### src/rtl/gps_trk_pkg.sv
// Shared types and helpers for the GPS tracking correlator bank.
package gps_trk_pkg;

    // Drain FSM states: waiting for a pending snapshot, or streaming one packet.
    typedef enum logic {
        IDLE = 1'b0,
        SEND = 1'b1
    } drain_state_e;

    // Index width for n items, never less than one bit.
    function automatic int idx_w(input int n);
        return (n > 1) ? $clog2(n) : 1;
    endfunction

    // Signed add clamped to the symmetric-plus-one range of an acc_w-bit
    // two's complement word. The caller truncates the result to acc_w bits.
    function automatic logic signed [63:0] sat_add(input logic signed [63:0] a,
                                                   input logic signed [63:0] b,
                                                   input int acc_w);
        logic signed [63:0] s;
        logic signed [63:0] mx;
        logic signed [63:0] mn;
        s  = a + b;
        mx = (64'sd1 <<< (acc_w - 1)) - 64'sd1;
        mn = -mx - 64'sd1;
        if (s > mx) return mx;
        if (s < mn) return mn;
        return s;
    endfunction

endpackage

### src/rtl/corr_accum.sv
// One I/Q integrate-and-dump accumulator with its snapshot register.
module corr_accum
    import gps_trk_pkg::*;
#(
    parameter int P_W   = 13,
    parameter int ACC_W = 24
) (
    input  logic                    clk,
    input  logic                    reset_n,
    input  logic                    en,
    input  logic                    vld,
    input  logic                    epoch,
    input  logic                    snap_we,
    input  logic signed [P_W-1:0]   pi,
    input  logic signed [P_W-1:0]   pq,
    output logic signed [ACC_W-1:0] snap_i,
    output logic signed [ACC_W-1:0] snap_q
);

    logic signed [ACC_W-1:0] acc_i_q, acc_i_d;
    logic signed [ACC_W-1:0] acc_q_q, acc_q_d;
    logic signed [ACC_W-1:0] snap_i_q, snap_i_d;
    logic signed [ACC_W-1:0] snap_q_q, snap_q_d;
    logic signed [ACC_W-1:0] sum_i, sum_q;

    // S3: saturating accumulate; an epoch restarts the sum and may load the snapshot.
    always_comb begin
        sum_i    = ACC_W'(sat_add(64'(acc_i_q), 64'(pi), ACC_W));
        sum_q    = ACC_W'(sat_add(64'(acc_q_q), 64'(pq), ACC_W));
        acc_i_d  = acc_i_q;
        acc_q_d  = acc_q_q;
        snap_i_d = snap_i_q;
        snap_q_d = snap_q_q;
        if (!en) begin
            acc_i_d = '0;
            acc_q_d = '0;
        end else if (vld) begin
            acc_i_d = epoch ? '0 : sum_i;
            acc_q_d = epoch ? '0 : sum_q;
        end
        if (snap_we) begin
            snap_i_d = sum_i;
            snap_q_d = sum_q;
        end
    end

    // Accumulator and snapshot registers.
    always_ff @(posedge clk or negedge reset_n) begin
        if (!reset_n) begin
            acc_i_q  <= '0;
            acc_q_q  <= '0;
            snap_i_q <= '0;
            snap_q_q <= '0;
        end else begin
            acc_i_q  <= acc_i_d;
            acc_q_q  <= acc_q_d;
            snap_i_q <= snap_i_d;
            snap_q_q <= snap_q_d;
        end
    end

    assign snap_i = snap_i_q;
    assign snap_q = snap_q_q;

endmodule

### src/rtl/gps_corr_bank.sv
// Multi-channel integrate-and-dump correlator bank with a round-robin snapshot drain.
module gps_corr_bank
    import gps_trk_pkg::*;
#(
    parameter int  N_CH  = 2,
    parameter int  N_TAP = 3,
    parameter int  IN_W  = 4,
    parameter int  CAR_W = 8,
    parameter int  ACC_W = 24,
    localparam int CH_W  = idx_w(N_CH),
    localparam int TAP_W = idx_w(N_TAP)
) (
    input  logic                    clk,
    input  logic                    reset_n,
    input  logic                    in_valid,
    input  logic signed [IN_W-1:0]  in_sample,
    input  logic [N_CH*N_TAP-1:0]   code,
    input  logic [N_CH*CAR_W-1:0]   car_sin,
    input  logic [N_CH*CAR_W-1:0]   car_cos,
    input  logic [N_CH-1:0]         epoch,
    input  logic [N_CH-1:0]         ch_en,
    input  logic                    ovr_clr,
    output logic                    out_valid,
    input  logic                    out_ready,
    output logic [CH_W-1:0]         out_ch,
    output logic [TAP_W-1:0]        out_tap,
    output logic signed [ACC_W-1:0] out_i,
    output logic signed [ACC_W-1:0] out_q,
    output logic                    out_last,
    output logic [N_CH-1:0]         overrun
);

    localparam int W_W = IN_W + 1;
    localparam int P_W = IN_W + CAR_W + 1;

    logic                     vld_p1_q, vld_p1_d, vld_p2_q, vld_p2_d;
    logic signed [W_W-1:0]    x_pos, x_neg;
    logic signed [W_W-1:0]    wiped_p1_d [N_CH][N_TAP];
    logic signed [W_W-1:0]    wiped_p1_q [N_CH][N_TAP];
    logic signed [CAR_W-1:0]  cos_p1_d [N_CH];
    logic signed [CAR_W-1:0]  cos_p1_q [N_CH];
    logic signed [CAR_W-1:0]  sin_p1_d [N_CH];
    logic signed [CAR_W-1:0]  sin_p1_q [N_CH];
    logic [N_CH-1:0]          epoch_p1_d, epoch_p1_q;
    logic signed [P_W-1:0]    pi_p2_d [N_CH][N_TAP];
    logic signed [P_W-1:0]    pi_p2_q [N_CH][N_TAP];
    logic signed [P_W-1:0]    pq_p2_d [N_CH][N_TAP];
    logic signed [P_W-1:0]    pq_p2_q [N_CH][N_TAP];
    logic [N_CH-1:0]          epoch_p2_d, epoch_p2_q;
    logic signed [ACC_W-1:0]  snap_i_w [N_CH][N_TAP];
    logic signed [ACC_W-1:0]  snap_q_w [N_CH][N_TAP];

    logic [N_CH-1:0]          dump, freeing, snap_we, ovr_set;
    logic [N_CH-1:0]          pending_q, pending_d;
    logic [N_CH-1:0]          overrun_q, overrun_d;
    logic                     last_acc;

    drain_state_e             state_q, state_d;
    logic [CH_W-1:0]          ch_q, ch_d, rr_q, rr_d;
    logic [TAP_W-1:0]         tap_q, tap_d;
    logic                     hi_found, lo_found;
    logic [CH_W-1:0]          hi_ch, lo_ch;

    // S1: code wipe-off in IN_W+1 bits so negating the most negative sample is exact.
    always_comb begin
        vld_p1_d   = in_valid;
        epoch_p1_d = epoch;
        x_pos      = W_W'(in_sample);
        x_neg      = -x_pos;
        for (int c = 0; c < N_CH; c++) begin
            cos_p1_d[c] = car_cos[c*CAR_W +: CAR_W];
            sin_p1_d[c] = car_sin[c*CAR_W +: CAR_W];
            for (int t = 0; t < N_TAP; t++) begin
                wiped_p1_d[c][t] = code[c*N_TAP+t] ? x_pos : x_neg;
            end
        end
    end

    // S2: carrier wipe-off products at full precision.
    always_comb begin
        vld_p2_d   = vld_p1_q;
        epoch_p2_d = epoch_p1_q;
        for (int c = 0; c < N_CH; c++) begin
            for (int t = 0; t < N_TAP; t++) begin
                pi_p2_d[c][t] = P_W'(wiped_p1_q[c][t]) * P_W'(cos_p1_q[c]);
                pq_p2_d[c][t] = P_W'(wiped_p1_q[c][t]) * P_W'(sin_p1_q[c]);
            end
        end
    end

    // Pipeline data registers advance only with their stage valid.
    always_ff @(posedge clk) begin
        if (in_valid) begin
            wiped_p1_q <= wiped_p1_d;
            cos_p1_q   <= cos_p1_d;
            sin_p1_q   <= sin_p1_d;
            epoch_p1_q <= epoch_p1_d;
        end
        if (vld_p1_q) begin
            pi_p2_q    <= pi_p2_d;
            pq_p2_q    <= pq_p2_d;
            epoch_p2_q <= epoch_p2_d;
        end
    end

    // S3: per-tap accumulators and snapshot registers.
    for (genvar c = 0; c < N_CH; c++) begin : g_ch
        for (genvar t = 0; t < N_TAP; t++) begin : g_tap
            corr_accum #(
                .P_W   (P_W),
                .ACC_W (ACC_W)
            ) u_acc (
                .clk     (clk),
                .reset_n (reset_n),
                .en      (ch_en[c]),
                .vld     (vld_p2_q),
                .epoch   (epoch_p2_q[c]),
                .snap_we (snap_we[c]),
                .pi      (pi_p2_q[c][t]),
                .pq      (pq_p2_q[c][t]),
                .snap_i  (snap_i_w[c][t]),
                .snap_q  (snap_q_w[c][t])
            );
        end
    end

    // Output beat is a pure mux of drain state and the held snapshot, so it stays stable under backpressure.
    always_comb begin
        out_valid = (state_q == SEND);
        out_last  = out_valid && (tap_q == TAP_W'(N_TAP - 1));
        out_ch    = ch_q;
        out_tap   = tap_q;
        out_i     = snap_i_w[ch_q][tap_q];
        out_q     = snap_q_w[ch_q][tap_q];
        overrun   = overrun_q;
    end

    // Dump arbitration: a snapshot may load unless the previous one is still waiting, except when it leaves this cycle.
    always_comb begin
        last_acc = out_last && out_ready;
        dump     = '0;
        freeing  = '0;
        snap_we  = '0;
        ovr_set  = '0;
        for (int c = 0; c < N_CH; c++) begin
            dump[c]    = vld_p2_q && ch_en[c] && epoch_p2_q[c];
            freeing[c] = last_acc && (ch_q == CH_W'(c));
            snap_we[c] = dump[c] && !(pending_q[c] && !freeing[c]);
            ovr_set[c] = dump[c] && pending_q[c] && !freeing[c];
        end
        pending_d = (pending_q & ~freeing) | snap_we;
        overrun_d = (overrun_q & ~{N_CH{ovr_clr}}) | ovr_set;
    end

    // Drain FSM: round-robin grant from rr_q, then stream taps 0..N_TAP-1.
    always_comb begin
        state_d  = state_q;
        ch_d     = ch_q;
        tap_d    = tap_q;
        rr_d     = rr_q;
        hi_found = 1'b0;
        lo_found = 1'b0;
        hi_ch    = '0;
        lo_ch    = '0;
        for (int c = N_CH - 1; c >= 0; c--) begin
            if (pending_q[c]) begin
                lo_found = 1'b1;
                lo_ch    = CH_W'(c);
                if (CH_W'(c) >= rr_q) begin
                    hi_found = 1'b1;
                    hi_ch    = CH_W'(c);
                end
            end
        end
        case (state_q)
            IDLE: begin
                if (lo_found) begin
                    ch_d    = hi_found ? hi_ch : lo_ch;
                    tap_d   = '0;
                    state_d = SEND;
                end
            end
            SEND: begin
                if (out_ready) begin
                    if (tap_q == TAP_W'(N_TAP - 1)) begin
                        state_d = IDLE;
                        rr_d    = (ch_q == CH_W'(N_CH - 1)) ? '0 : CH_W'(ch_q + 1'b1);
                    end else begin
                        tap_d = TAP_W'(tap_q + 1'b1);
                    end
                end
            end
            default: state_d = IDLE;
        endcase
    end

    // Control registers: valids, pending/overrun flags and drain state.
    always_ff @(posedge clk or negedge reset_n) begin
        if (!reset_n) begin
            vld_p1_q  <= 1'b0;
            vld_p2_q  <= 1'b0;
            pending_q <= '0;
            overrun_q <= '0;
            state_q   <= IDLE;
            ch_q      <= '0;
            tap_q     <= '0;
            rr_q      <= '0;
        end else begin
            vld_p1_q  <= vld_p1_d;
            vld_p2_q  <= vld_p2_d;
            pending_q <= pending_d;
            overrun_q <= overrun_d;
            state_q   <= state_d;
            ch_q      <= ch_d;
            tap_q     <= tap_d;
            rr_q      <= rr_d;
        end
    end

endmodule

### config.mk
export PLATFORM = sky130hd
export DESIGN_NAME = gps_corr_bank
export DESIGN_NICKNAME = d
export VERILOG_FILES = /design/src/rtl/gps_trk_pkg.sv /design/src/rtl/corr_accum.sv /design/src/rtl/gps_corr_bank.sv
export SDC_FILE = /design/constraint.sdc
export NUM_CORES = 2
export LEC_CHECK = 0
export CAP_MARGIN = 20
export CORE_AREA = 5 5 311 313
export CTS_CLUSTER_SIZE = 10
export DETAILED_ROUTE_END_ITERATION = 8
export DIE_AREA = 0 0 316 318
export PLACE_DENSITY = 0.87
export RECOVER_POWER = 100
export SKIP_LAST_GASP = 1
export SLEW_MARGIN = 20
export SYNTH_ARGS = -nofsm -noshare
export SYNTH_HDL_FRONTEND = slang
export SYNTH_HIERARCHICAL = 1
export SYNTH_SLANG_ARGS = --single-unit
### constraint.sdc
create_clock -name clk -period 9.8 [get_ports clk]
set_input_delay 0.98 -clock clk [delete_from_list [all_inputs] [get_ports clk]]
set_output_delay 0.98 -clock clk [all_outputs]
set_load 0.05 [all_outputs]
==> results by group <==
Run status
  – Status: finished with violations
  – Failing checks: max-capacitance violations, max-slew violations

Setup path
  – Reg2reg start: out_ch
  – Reg2Reg Depth: 7
  – R2r endpoint: g_ch[0].g_tap[1].u_acc/snap_q[15]
  – Crit Path Max Fanout: 173
  – CP max stage cell: dfrtp_1
  – Crit path DAT: roughly 7.5 ns
  – Setup CP Type: flop to flop
  – Crit path largest cell delay: between 1 and 1.5 ns
  – Critical Path RT: 10.38 ns
  – R2r setup slk: about 2.9 ns
  – Crit-path cells: buf_4 > o21ai_0 > nor2b_1 > clkbuf_1 > buf_12 > nand2_1 > o22ai_1
  – Startpoint types: flop
  – CP Capture Type: flop

GRT
  – GR peak layer: met2
  – Overflow after GRT: 0
  – Antenna violations before repair: 13
  – GRT Util Overall: 35.6%
  – GR Util met3: under 10%
  – First-pass GRT wire length: between 200000 and 300000 um
  – M2 GR Usage: between 50% and 60%
  – Pin count of the biggest net entering global routing: roughly 180
  – Grt met1 use: ~47%
  – Vias in the first global route: about 53000

STA
  – Min Tclk post-route: between 6 and 7 ns
  – Hold_ws: 0.420 ns
  – Clock skew: 0.0213 ns
  – Worst setup margin: between 2 and 3 ns
  – Count of final hold-check violations: 0
  – Relative slew slack: -287%
  – F_max: between 100 and 150 MHz
  – Final worst path period share: approximately 70%
  – RSZ-0062 raised after global routing: no
  – Setup violators final: 0
  – Worst-margin pin slew: around 5.8 ns
  – Final Max Tran Viols: around 620
  – Setup tns final: 0 ns

Clocking
  – Setup Fix Bufs, Post-CTS: 0
  – Clock Pin Slew Worst Setup and Hold Paths: approximately 0.060 ns
  – Hold_buf cts: 0
  – Clk root buf: clkbuf_16
  – Inserted Clock Buffers: between 90 and 100
  – CTS H-tree depth: 3
  – Post-CTS sizing: 0
  – Clock Tree Buf Depth: 3
  – Clk sink count: about 800
  – Clock Latency Late Sink: a little under 0.7 ns
  – CTS tree: yes

Yosys
  – Synth Area in Adders: 20.6%
  – Main combinational cell family by area after synthesis: adder cells
  – Yosys reg bits: a little under 800
  – Number of distinct library cells after synthesis: 100
  – Synth Area in Compound Gates: between 10% and 20%
  – Cells after Synth: between 6000 and 7000
  – Post-synthesis xor/xnor area fraction: around 4.9%
  – Post-synth ARST share: 73.7%
  – Register area share after synthesis: 32.3%
  – Avg Inst Size Synth: ~9.3 um2
  – Syn nets: a little under 8000
  – Ys Warns: 6
  – Mux cell area share after synthesis: 3.24%
  – EDFF count, synth: 209
  – Syn Std Cell Area: ~65000 um2
  – Most used flip-flop cell after synthesis: dfrtp_1
  – Post-synthesis simple-gate area fraction: about 14%

Route
  – Post-DR wirelength/cell: 21.9 um
  – First DRT Iteration DRCs: ~6000
  – Vias/cell: roughly 6.4
  – ANT nets after route: 0
  – DRT Pass-1 Iters: 6
  – Wirelength, routed: between 150000 and 200000 um
  – Vias: ~53000
  – Residual DRC: 0

Placement
  – GPL Wtd Cong: around 1.0
  – Post-place setup slack: ~5.2 ns
  – Hpwl dp: between 100000 and 150000 um
  – PortBufs: around 110
  – Placed cell count: 8099

Worst hold path
  – Hold endpoint: epoch_p2_q[0]
  – Worst hold-check path type: flop to flop
  – Hold Path Depth: 0
  – Beginning of the worst hold path: epoch_p1_q[0]

Floorplan
  – Die area: 100000 um2
  – Die width: around 320 um
  – Initial core utilization: between 60 and 70%
  – Core area: approximately 94000 um2
  – Rows: roughly 110
  – Die height: ~320 um
  – Ports: around 110

Cells and area
  – Commonest non-fill, non-tap cells in the layout: 808 x inv_1, 669 x a21oi_1, 586 x dfrtp_1
  – Combined area of the multi-input logic cells: between 30000 and 40000 um2
  – Fillers: about 6600
  – Area Overhead vs Synth: 6.21%
  – Most common cell after layout, fill and taps aside: inv_1
  – FF+latch area: approximately 21000 um2
  – Net count, final: ~7800
  – Layout Cells excl Fill: about 8300
  – Share of layout cells above drive strength 1: 5.28%

Power and ir drop
  – Lkg Pwr: approximately 32 nW
  – VDD IR max: 0.197 mV
  – Power per cell area: between 300 and 400 nW/um2
  – Power Total: between 20 and 30 mW

Run
  – Max capacitance violation total: 15
## Yosys cell counts (12+ instances only)
| cell type | count | area share (%) |
|---|---|---|
| a211oi_1 | 22 | 0.25 |
| a211oi_2 | 15 | 0.29 |
| a21o_1 | 113 | 1.3 |
| a21oi_1 | 626 | 4.8 |
| a21oi_2 | 85 | 1.1 |
| a22o_1 | 24 | 0.32 |
| a22oi_1 | 16 | 0.19 |
| a31oi_1 | 41 | 0.40 |
| and2_1 | 294 | 2.8 |
| and3_1 | 36 | 0.35 |
| buf_1 | 13 | 0.075 |
| buf_2 | 67 | 0.52 |
| clkbuf_1 | 177 | 1.0 |
| dfrtp_1 | 587 | 23 |
| edfxtp_1 | 209 | 9.7 |
| fa_1 | 324 | 10 |
| ha_1 | 542 | 10 |
| inv_1 | 808 | 4.7 |
| mux2_2 | 32 | 0.56 |
| mux2i_1 | 61 | 0.94 |
| mux4_2 | 46 | 1.6 |
| nand2_1 | 558 | 3.2 |
| nand2b_1 | 55 | 0.53 |
| nand3_1 | 87 | 0.67 |
| nand3b_1 | 17 | 0.20 |
| nand4_1 | 41 | 0.40 |
| nor2_1 | 499 | 2.9 |
| nor2b_1 | 93 | 0.90 |
| nor3_1 | 42 | 0.32 |
| nor3b_1 | 21 | 0.24 |
| nor4_1 | 12 | 0.12 |
| o2111a_1 | 12 | 0.21 |
| o2111ai_2 | 17 | 0.39 |
| o211ai_1 | 38 | 0.44 |
| o21a_1 | 38 | 0.44 |
| o21ai_0 | 355 | 2.7 |
| o21ai_1 | 142 | 1.1 |
| o21bai_1 | 23 | 0.27 |
| o22ai_1 | 142 | 1.4 |
| or2_2 | 13 | 0.13 |
| or3_1 | 16 | 0.15 |
| xnor2_1 | 279 | 3.8 |
| xor2_1 | 77 | 1.0 |
## cell families (layout without fill, tap and decap cells)
kind of cell / count (synthesis) / in the layout
multiplexers: 144 / 144
AND/OR/NAND/NOR: 1857 / 1857
flip-flops: 796 / 796
other: 0 / 5
buffers and inverters: 1095 / 1108
adder cells (fa/ha/maj): 876 / 876
AO/OA/AOI/OAI: 1848 / 1848
XOR/XNOR: 361 / 361
## how the worst max path moves through the flow
stage / startpoint / to / cells after the start
6_report: out_ch / g_ch[0].g_tap[1].u_acc/snap_q[15] / 7
5_1_grt: out_ch / g_ch[0].g_tap[1].u_acc/snap_q[18] / 7
4_1_cts: out_ch / out_q[23] / 5
3_5_place_dp: out_ch / out_q[23] / 5
3_3_place_gp: out_ch / out_q[23] / 5
2_1_floorplan: vld_p1_q / epoch_p2_q[0] / 0
## cell type report
cell class	instances	share of cell area [%]
inverter	809	4.41
multi-input combinational	5086	56.8
clock buffer	135	3.79
sequential	796	30.4
clock inverter	20	0.327
antenna	5	0.0182
tap	1265	2.30
timing repair buffer	144	1.95
## power breakdown
group	internal, mW	switching [mW]	total [mW]	leakage (nW)
registers	4.91	1.43	6.34	9.42
clock network	1.87	1.45	3.32	1.38
logic	5.98	10.2	16.2	20.7
total	12.8	13.1	25.9	31.5
## through the flow
stage | utilization, % | cell area, um2
after floorplan | - | 64800
final | 73.2 | 68900
after CTS | 73.8 | 69400
after global placement | 70.7 | 66500
after detailed placement | 70.7 | 66500
after global routing | 73.2 | 68800
## routing by layer
| metal | vias up | routed length, um |
|---|---|---|
| li1 | 23900 | - |
| met1 | 25700 | 69900 |
| met2 | 2719 | 81800 |
| met3 | 597 | 17900 |
| met4 | 12 | 11500 |
| met5 | - | 110 |
## critical path: cells and delay by family, from the launching register on
family          cells  cell delay, ns
simple gates        2            1.91
compound gates      2            0.70
flops               1            1.43
buf+inv             3            2.49
## sequential cells by signal (all words and copies together), names as in the netlist, 16 cells and up
register and flops:
g_ch.g_tap.u_acc/acc_i_q 144, g_ch.g_tap.u_acc/acc_q_q 144, g_ch.g_tap.u_acc/snap_i 144, g_ch.g_tap.u_acc/snap_q 144, pi_p2_q 74, pq_p2_q 74, wiped_p1_q 25, cos_p1_q 16
sin_p1_q 16
Power figures use the tool's default switching activity.
